**config.mk**
```make
export PLATFORM = sky130hd
export DESIGN_NAME = bf_session_ctrl
export DESIGN_NICKNAME = d
export VERILOG_FILES = /design/src/rtl/bf_session_ctrl.sv
export SDC_FILE = /design/constraint.sdc
export NUM_CORES = 1
export LEC_CHECK = 0
export ABC_AREA = 1
export CAP_MARGIN = 30
export CELL_PAD_IN_SITES_DETAIL_PLACEMENT = 1
export CELL_PAD_IN_SITES_GLOBAL_PLACEMENT = 1
export CORE_UTILIZATION = 41
export DETAILED_ROUTE_END_ITERATION = 8
export PLACE_DENSITY = 0.95
export SLEW_MARGIN = 5
export SYNTH_ARGS = -nofsm -noshare
export SYNTH_HDL_FRONTEND = slang
export SYNTH_SLANG_ARGS = --single-unit
```
**constraint.sdc**
```tcl
create_clock -name clk -period 3.34 [get_ports clk]
set_input_delay 0.835 -clock clk [delete_from_list [all_inputs] [get_ports clk]]
set_output_delay 0.835 -clock clk [all_outputs]
set_load 0.03 [all_outputs]
```
**src/rtl/bf_session_ctrl.sv**
```systemverilog
// Host-side session sequencer for the byte-stream Brainfuck core: loads a framed
// program plus NUL terminator, starts the core, routes runtime I/O and reports completion.
module bf_session_ctrl #(
    parameter int unsigned TIMEOUT_W    = 20,
    parameter int unsigned ABORT_CYCLES = 2
) (
    input  logic        clk,
    input  logic        nrst,
    input  logic [7:0]  host_data,
    input  logic        host_valid,
    output logic        host_ready,
    output logic [7:0]  res_data,
    output logic        res_valid,
    input  logic        res_ready,
    output logic        done,
    output logic        timeout,
    output logic [15:0] out_count,
    output logic        busy,
    output logic [7:0]  core_in_data,
    output logic        core_in_valid,
    input  logic        core_in_ack,
    input  logic [7:0]  core_out_data,
    input  logic        core_out_valid,
    output logic        core_out_ack,
    output logic        core_start,
    input  logic        core_ready,
    output logic        core_nrst
);

    localparam int unsigned ABT_W = (ABORT_CYCLES > 1) ? $clog2(ABORT_CYCLES) : 1;
    localparam logic [ABT_W-1:0] ABT_LAST = ABT_W'(ABORT_CYCLES - 1);

    typedef enum logic [2:0] {
        S_IDLE,
        S_LOAD,
        S_NUL,
        S_START,
        S_RUN,
        S_ABORT
    } state_t;

    state_t               r_state;
    logic [7:0]           r_len;
    logic [7:0]           r_cnt;
    logic [TIMEOUT_W-1:0] r_wdog;
    logic [15:0]          r_out_count;
    logic [ABT_W-1:0]     r_abt;
    logic                 r_done;
    logic                 r_timeout;
    logic                 r_start;

    logic       w_host_ready;
    logic       w_core_in_valid;
    logic [7:0] w_core_in_data;
    logic       w_res_valid;
    logic [7:0] w_res_data;
    logic       w_core_out_ack;
    logic       w_host_xfer;
    logic       w_core_in_xfer;
    logic       w_res_xfer;
    logic [7:0] w_cnt_inc;

    // Channel routing is purely combinational so the host sees the core with no added latency.
    always_comb begin
        w_host_ready    = 1'b0;
        w_core_in_valid = 1'b0;
        w_core_in_data  = 8'h00;
        w_res_valid     = 1'b0;
        w_res_data      = 8'h00;
        w_core_out_ack  = 1'b0;
        case (r_state)
            S_IDLE: begin
                w_host_ready = core_ready;
            end
            S_LOAD: begin
                w_core_in_valid = host_valid;
                w_core_in_data  = host_data;
                w_host_ready    = core_in_ack;
            end
            S_NUL: begin
                w_core_in_valid = 1'b1;
            end
            S_RUN: begin
                w_core_in_valid = host_valid;
                w_core_in_data  = host_data;
                w_host_ready    = core_in_ack;
                w_res_valid     = core_out_valid;
                w_res_data      = core_out_data;
                w_core_out_ack  = res_ready;
            end
            default: begin
            end
        endcase
    end

    assign w_host_xfer    = host_valid & w_host_ready;
    assign w_core_in_xfer = w_core_in_valid & core_in_ack;
    assign w_res_xfer     = w_res_valid & res_ready;
    assign w_cnt_inc      = r_cnt + 8'd1;

    always_ff @(posedge clk or negedge nrst) begin
        if (!nrst) begin
            r_state     <= S_IDLE;
            r_len       <= '0;
            r_cnt       <= '0;
            r_wdog      <= '0;
            r_out_count <= '0;
            r_abt       <= '0;
            r_done      <= 1'b0;
            r_timeout   <= 1'b0;
            r_start     <= 1'b0;
        end else begin
            r_done    <= 1'b0;
            r_timeout <= 1'b0;
            r_start   <= 1'b0;
            case (r_state)
                S_IDLE: begin
                    if (w_host_xfer) begin
                        r_len       <= host_data;
                        r_cnt       <= '0;
                        r_out_count <= '0;
                        r_state     <= (host_data == 8'h00) ? S_NUL : S_LOAD;
                    end
                end
                S_LOAD: begin
                    if (w_core_in_xfer) begin
                        r_cnt <= w_cnt_inc;
                        if (w_cnt_inc == r_len) begin
                            r_state <= S_NUL;
                        end
                    end
                end
                S_NUL: begin
                    if (core_in_ack) begin
                        r_start <= 1'b1;
                        r_state <= S_START;
                    end
                end
                S_START: begin
                    r_wdog  <= '0;
                    r_state <= S_RUN;
                end
                S_RUN: begin
                    r_wdog <= r_wdog + 1'b1;
                    if (w_res_xfer && (r_out_count != '1)) begin
                        r_out_count <= r_out_count + 16'd1;
                    end
                    // Completion takes priority over a watchdog expiring in the same cycle.
                    if (core_ready) begin
                        r_done  <= 1'b1;
                        r_state <= S_IDLE;
                    end else if (r_wdog == '1) begin
                        r_abt   <= '0;
                        r_state <= S_ABORT;
                    end
                end
                S_ABORT: begin
                    if (r_abt == ABT_LAST) begin
                        r_abt     <= '0;
                        r_done    <= 1'b1;
                        r_timeout <= 1'b1;
                        r_state   <= S_IDLE;
                    end else begin
                        r_abt <= r_abt + 1'b1;
                    end
                end
                default: begin
                    r_state <= S_IDLE;
                end
            endcase
        end
    end

    assign host_ready    = w_host_ready;
    assign res_data      = w_res_data;
    assign res_valid     = w_res_valid;
    assign core_in_data  = w_core_in_data;
    assign core_in_valid = w_core_in_valid;
    assign core_out_ack  = w_core_out_ack;
    assign core_start    = r_start;
    assign done          = r_done;
    assign timeout       = r_timeout;
    assign out_count     = r_out_count;
    assign busy          = (r_state != S_IDLE);
    assign core_nrst     = nrst & (r_state != S_ABORT);

endmodule

```
[After elaboration in Yosys (flattened, before gate mapping)]
Cells that the tools add are included.
Storage, ports and cells
  flip-flop bits (word level): 59
  latch bits: 0
  memory bits (writable): 0
  ROM bits: 0
  output and inout bits: 41
  word-level logic and storage cells: 81
  memories kept: 0
Cells by class
  $add $sub $neg: 4
  multipliers: 0
  div/mod/pow operators: 0
  magnitude comparators: 0
  equal/unequal tests: 18
  shift operators: 0
  multiplexer cells: 32
  bitwise logic cells: 4
  reduce and logical (&&, ||, !) cells: 14
Operator list (count)
  one-hot mux 20 bit (2 select lines): 1
  two-way mux 16 bit: 2
  two-way mux 8 bit: 4
  one-hot mux 16 bit (2 select lines): 1
  two-way mux 3 bit: 7
  adder 20 x 1 -> 20 bit, second input constant: 1
  == test 20 bit, second input constant: 1
  one-hot mux 3 bit (6 select lines): 1
  adder 16 x 1 -> 16 bit, second input constant: 1
  inequality test 16 bit, second input constant: 1
  inequality test 2 bit, second input constant: 8
  one-hot mux 8 bit (2 select lines): 1
  two-way mux 1 bit: 10
  AND reduction 3 bit: 3
  adder 8 x 1 -> 8 bit, second input constant: 1
  == test 8 bit: 1
  zero test 8 bit: 1
  one-hot mux 1 bit (2 select lines): 4
  nonzero test 2 bit: 4
  == test 3 x 2 -> 1 bit, second input constant: 2
  == test 3 bit, second input constant: 2
  inequality test 3 bit, second input constant: 2
  AND reduction 6 bit: 1
  AND 1 bit: 4
  other kinds (8): 8

[Depth between registers and ports, before layout]
  word-level depth: 6
  mapped depth: 13

[Worst setup path after synthesis]
Ideal clock, no wire load.
  path kind: flip-flop to output port
  start point: register r_state[0]
  end point: output core_out_ack
  data arrival time: 1429 ps
  data required time: 2505 ps
  setup slack: 1076 ps
  cell stages (with the launch flop): 6
  buffers on the path: 2
  cells stage by stage: dfrtp_1 -> nor2_4 -> nand2_2 -> buf_6 -> clkbuf_1 -> nor2_1
On the way
  cells in the longest elaborated chain, start to end: 2
Ends and longest elaborated chain
  start, declared: RTL line 42  | state_t r_state;
  start signal, assigned: RTL line 122  | r_state <= (host_data == 8'h00) ? S_NUL : S_LOAD;
  == test 3 bit: RTL line 71  | case (r_state)
  two-way mux 1 bit: RTL line 71
  end, declared: RTL line 24  | output logic core_out_ack,
Every way passes these cells.

[Final worst setup path]
  start point: register r_state[0]
  end point: output core_in_valid
On the way
  cells in the longest elaborated chain, start to end: 3
  elaborated cells on any way between the ends: 5
  those cells by class: 3 x eq/ne; 1 x mux; 1 x reduce/logical
Ends and longest elaborated chain
  == test 3 bit or == test 3 x 1 -> 1 bit (tied branches): RTL line 71
  OR reduction 2 bit (no line)
  one-hot mux 1 bit (2 select lines) *: RTL line 71
  end, declared: RTL line 20  | output logic core_in_valid,
Mark *: on every way between the ends. The rest lies on a longest branch, timed or not.

==> key figures <==
Outcome
  • Status: finished clean

Global routing
  • Total GRT Usage: between 20% and 30%
  • Largest net degree at the start of global routing: 60
  • Initial antenna violation count: 0
  • Met1 GRT Util: 30.4%
  • First-pass GRT wire length: 18200 um
  • Grt met2 use: a little under 50%
  • M3 GR Usage: slightly above 4%
  • Global routing's busiest layer: met2
  • Global route overflow: 0
  • Vias in the first global route: 3801

Timing
  • Final Hold Viols: 0
  • Final min period: between 3000 and 4000 ps
  • Clk_skew: 5.69 ps
  • Pins over their slew limit: 0
  • Worst Max-Slew Pin Slew: 773 ps
  • Max Clk Rate: roughly 310 MHz
  • Final period utilization: 95.4%
  • RSZ-0062 raised after global routing: false
  • Final setup fails: 0
  • Slew headroom: 48.5%
  • Setup TNS: 0 ps

Flow run
  • Max_cap viols: 0

Power and ir drop
  • Leakage power: 2.03 nW
  • Peak VDD IR: 0.302 mV
  • Pwr Density: between 600 and 700 nW/um^2
  • Tot Pwr: just under 0.003 W

Critical path
  • Worst reg2reg path depth: 9
  • CP Buf/Inv Count: 2
  • CP dominant cell by count: nand2_2
  • Crit. End Element: output pin
  • Worst Path Arrival: 2350 ps
  • CP top delay family: buffers and inverters
  • CP max FO: 13
  • WS Path Type: reg -> out
  • Slowest stage delay, CP: approximately 690 ps
  • Launch point of the worst reg-to-reg path: r_state[0]
  • Crit path cell chain: nor2_4 -> nand2_2 -> nand2_2 -> inv_2 -> o21ai_2 -> clkdlybuf4s50_1
  • Slack of the worst reg-to-reg path: 1000 ps
  • Req. time, crit path: roughly 2500 ps
  • CP startpoint kind: flop
  • R2R Path End: out_count[13]
  • CP max-delay cell: clkdlybuf4s50_1

Worst hold path
  • Hold Path Sink: r_wdog[5]
  • Hold Path Depth: 1
  • Worst hold path type: reg -> reg
  • HP Start: r_wdog[5]

Route
  • Vias: 3563
  • Routed vias/inst: 5.32
  • 1st-pass router iterations: 4
  • Post-Route WL: 11000 um
  • Antenna-violating nets left: 0
  • Number of DRC markers in iteration 0: 105
  • DR WL/cell: ~16 um
  • Residual DRC: 0

CTS
  • Clk slew on worst S/H paths: 60 ps
  • Clock Tree Root: clkbuf_8
  • Clock Latency Late Sink: 340 ps
  • # hold bufs at CTS: 0
  • Bufs on Longest Clock Path: 2
  • Htree depth: 3
  • Post-CTS Setup Bufs: 0
  • CTS tree: done
  • Cts repair resizes: 0
  • Total CTS buffers: 9
  • Clock sink count: 59

Synth
  • Main synth FF type: dfrtp_1
  • Largest area contributor in the synthesized netlist: dfrtp_1
  • Sequential cell area fraction in the yosys report: about two fifths
  • Synth top area cells: dfrtp_1 (42%), nand2_1 (14%), nor2_1 (7.4%)
  • Netlist cell types: 39
  • Post-synth ARST share: 100%
  • Gate count after technology mapping: 492
  • #FFs+latches synth: 59
  • Yosys top cell area share: 41.7%
  • Post-synth EDFFs: 0
  • Yosys warnings: 0
  • Syn Nets: roughly 520
  • Post-Syn Area per Cell: 7.19 um^2
  • Cell area after synthesis: 3540 um^2

Die
  • Starting Density: 42.6%
  • Core Region: 8300 um^2
  • I/O pin count: between 60 and 70
  • Die Ht: 94.9 um
  • Die ar.: roughly 9000 um^2
  • Rows: 33
  • Die W: about 95 um

Final layout
  • Area grow syn2layout: 25.2%
  • Final Util: 53.4%
  • Final instance area: 4430 um^2
  • Antenna diodes: 0
  • Share of cells above drive strength 1: 7.08%
  • Fin cells: 670
  • Final #Nets: 586

Place
  • Placed cell areas: between 4000 and 5000 um^2
  • PortBufs: 63
  • Placed Cells: 654
  • DP HPWL: 8220 um
  • GP Congestion: 0.826
-- state kept, by name (all words and copies together) (netlist names) --
name and count:
timeout 1, r_cnt 8, r_state 3, core_start 1
r_len 8, done 1, r_abt 1, r_wdog 20
out_count 16
-- layout make-up --
cell class | instances | area, um^2
Clock buffer | 14 | 163
Clock inverter | 2 | 10.0
Fill cell | 1078 | 3870
Inverter | 65 | 246
Multi-Input combinational cell | 358 | 1750
Sequential cell | 59 | 1480
Tap cell | 105 | 131
Timing Repair Buffer | 67 | 656
-- metal layers --
layer  routed length (um)  up-vias
met5                    0        -
met4                  276        0
met3                  235       26
met2                 5860       53
met1                 4650     1778
li1                     -     1706
-- through the flow --
step / setup WS [ps] / hold slack [ps]
2_1_floorplan: 1080 / 462
5_1_grt: 40.5 / 525
6_report: 155 / 511
3_5_place_dp: 171 / 501
3_3_place_gp: 193 / 478
4_1_cts: 125 / 512
-- where the power goes --
part           total [W]  switching [W]  internal, W
Sequential      0.000998       0.000149     0.000849
Combinational    0.00138       0.000936     0.000443
Clock           0.000588       0.000280     0.000308
-- cells by family (layout without fill, tap and decap cells) --
group | count (synthesis) | after routing | synth area share, %
AO/OA/AOI/OAI | 60 | 60 | 9.58
flip-flops | 59 | 59 | 41.7
multiplexers | 2 | 2 | 0.566
AND/OR/NAND/NOR | 278 | 278 | 34.5
buffers and inverters | 75 | 148 | 8.84
XOR/XNOR | 15 | 15 | 3.71
adder cells (fa/ha/maj) | 3 | 3 | 1.06
-- cell usage in the layout, fill, tap and decap left out, types with 2 or more instances in the layout --
master	n
xnor2_1	4
nand3b_1	2
nor3_1	3
nand3_1	41
o21ai_1	3
a22oi_1	2
o22ai_1	2
a31oi_1	3
clkdlybuf4s50_1	62
clkbuf_1	3
clkinv_2	2
nand2_1	133
buf_4	4
nand2_2	8
clkbuf_8	11
nor3_2	2
nand4_1	11
mux2i_1	2
ha_1	3
o21ai_0	32
inv_2	3
xor2_1	11
nand3_4	2
dfrtp_1	59
nor2_1	70
inv_1	60
a21oi_1	12
nand3_2	2
-- worst max path at each step --
stage                       to        from  depth (start not counted)  slack [ps]
3_5_place_dp        host_ready  core_ready                          4         170
4_1_cts        core_in_data[4]  r_state[0]                          6         120
2_1_floorplan     core_out_ack  r_state[0]                          5        1080
3_3_place_gp        host_ready  core_ready                          4         190
6_report         core_in_valid  r_state[0]                          6         150
5_1_grt          core_in_valid  r_state[0]                          6          40
-- cell usage after synthesis, types with 3 or more instances --
cell / count
nand2_1: 133
a31oi_1: 3
inv_2: 3
ha_1: 3
dfrtp_1: 59
a21oi_1: 12
nor3_1: 3
o21ai_0: 32
clkbuf_1: 4
xor2_1: 11
nor2_1: 70
buf_6: 3
nand3_1: 41
nand4_1: 11
o21ai_1: 3
inv_1: 60
nand2_2: 8
xnor2_1: 4
Note: power is estimated with default switching activity, not from simulation.
==> RTL change: new RTL, same flow settings <==
Register the output `out_count` once more, cleared by the reset; this adds one clock of latency there. The other outputs are not delayed to match.
--- a/src/rtl/bf_session_ctrl.sv
+++ b/src/rtl/bf_session_ctrl.sv
@@ -180,7 +180,13 @@
     assign core_start    = r_start;
     assign done          = r_done;
     assign timeout       = r_timeout;
-    assign out_count     = r_out_count;
+    always_ff @(posedge clk or negedge nrst) begin
+        if (!nrst) begin
+            out_count <= '0;
+        end else begin
+            out_count <= r_out_count;
+        end
+    end
     assign busy          = (r_state != S_IDLE);
     assign core_nrst     = nrst & (r_state != S_ABORT);
 
Formal check against the unedited RTL: not equivalent (a bounded check fails within 10 cycles, from zero or initial values and one cycle with nrst low).
==> RTL change against the original RTL <==
Power up 15%; die area grew 8.3%; synthesized cell count fell by 0.81%; worst setup slack got worse by 7.1 ps; final area rose by 8.9%; wire length is 3.4% higher; register-to-register slack better by 230 ps; area after synthesis grew 8.5%; highest routed layer unchanged; critical path type is now in -> out; sequential cell count increased by 16.
==> RTL change: results (changes against the original RTL) <==
| Metric | Value |
|---|---|
| Met2 wire len | `5.88 mm (+0.38%)` |
| Fill cell count | `1093 (+1.4%)` |
| R2R cell count | `9 (unchanged)` |
| Worst-case vdd ir drop | `304 uV (+0.90%)` |
| Compound-cell area share of the yosys netlist | `0.113 (+0.0176)` |
| Net count after synthesis | `514 (-0.77%)` |
| RePlAce Congestion | `0.796 (-3.7%)` |
| Worst-skew pair later-pin latency | `350 ps` |
| Place WS | `145 ps (-26.4 ps)` |
| Seq/Total Area, Yosys | `0.489 (+0.0718)` |
| Hold/Removal Path Class | `in -> async` |
| Sequential cell area share | `0.389 (+0.0557)` |
| Met1 WL | `4.79 mm (+3.0%)` |
| Total number of vias | `3624 (+1.7%)` |
| Inverters, non-clock | `75 (+15%)` |
| Top cells by area, synth | `dfrtp_1, nand2_1, inv_1` |
| Main synth FF type | `dfrtp_1` |
| Largest net degree at the start of global routing | `75 (+25%)` |
| TritonCTS Sinks | `75 (+27%)` |
| Post-route insts no fill | `671 (+0.15%)` |
| P_sw | `0.00145 W (+6.4%)` |
| Multi-input gate area | `1640 um^2 (-6.5%)` |
| Post-Synthesis Cells | `488 (-0.81%)` |
| List of most frequent post-synthesis cells | `nand2_1, dfrtp_1, inv_1` |
| Final Core Density | `0.543 (+0.00892)` |
| Max Clock Skew | `8.76 ps (+3.07 ps)` |
| Hold WS | `263 ps (-248 ps)` |
| Adder-Cell Fraction of Synth Area | `0.00978 (-0.000827)` |
| P_seq | `0.00123 W (+23%)` |
| Clock network area share | `0.0467 (+0.00770)` |
| Share of layout cells above drive strength 1 | `0.0835 (+0.0127)` |
| Dpl hpwl | `8.06 mm (-1.9%)` |
| Worst slew pin tran | `419 ps (-354 ps)` |
| Diode count | `0 (unchanged)` |
| #MultiIn Comb | `331 (-7.5%)` |
| CLK BUF | `9 (-5)` |
| WL per Instance | `17.0 um (+3.2%)` |
| Initial DRC Count | `122 (+16%)` |
| Buffering overhead | `0.139 (-0.00901)` |
| First-pass GRT wire length | `19.5 mm (+7.2%)` |
| Mean Syn Cell Area | `7.86 um^2 (+9.3%)` |
| Post-cts resize count | `0 (unchanged)` |
| Leak Pwr | `2.25 nW (+11%)` |
| PwrDens | `709 nW/um^2 (+6.0%)` |
| FF-to-FF End | `r_wdog[17]` |
| Status | `finished clean` |
| Number of global-route vias before repair | `3969 (+4.4%)` |
| Reg-to-reg slack, setup | `1230 ps (+230 ps)` |
| Placed Area | `4570 um^2 (+7.4%)` |
| Buffers, non-clock | `66 (-1.5%)` |
==> RTL change: cells by family (layout without fill, tap and decap cells) <==
group | Yosys count | count (layout)
AND/OR/NAND/NOR | 245 | 245
buffers and inverters | 82 | 157
flip-flops | 75 | 75
AO/OA/AOI/OAI | 74 | 74
XOR/XNOR | 6 | 6
adder cells (fa/ha/maj) | 3 | 3
multiplexers | 3 | 3
==> RTL change: worst max path at each step <==
stage	to	depth (start not counted)	start	slack, ps
after floorplan	core_out_ack	5	r_state[0]	1110
after global placement	host_ready	4	core_ready	180
after detailed placement	core_in_valid	4	host_valid	140
after CTS	core_in_valid	4	host_valid	140
after global routing	core_in_valid	4	host_valid	90
final	core_in_valid	4	host_valid	150
==> RTL change: critical path: stages <==
cell and delay, ps:
clkdlybuf4s50_1 550, inv_1 100, o21ai_2 180, clkdlybuf4s50_1 690
==> RTL change: layer usage <==
metal	GRT usage	vias up
met2	0.443	75
li1	-	1707
met1	0.311	1814
met3	0.0390	28
met4	0.129	0
met5	0	-
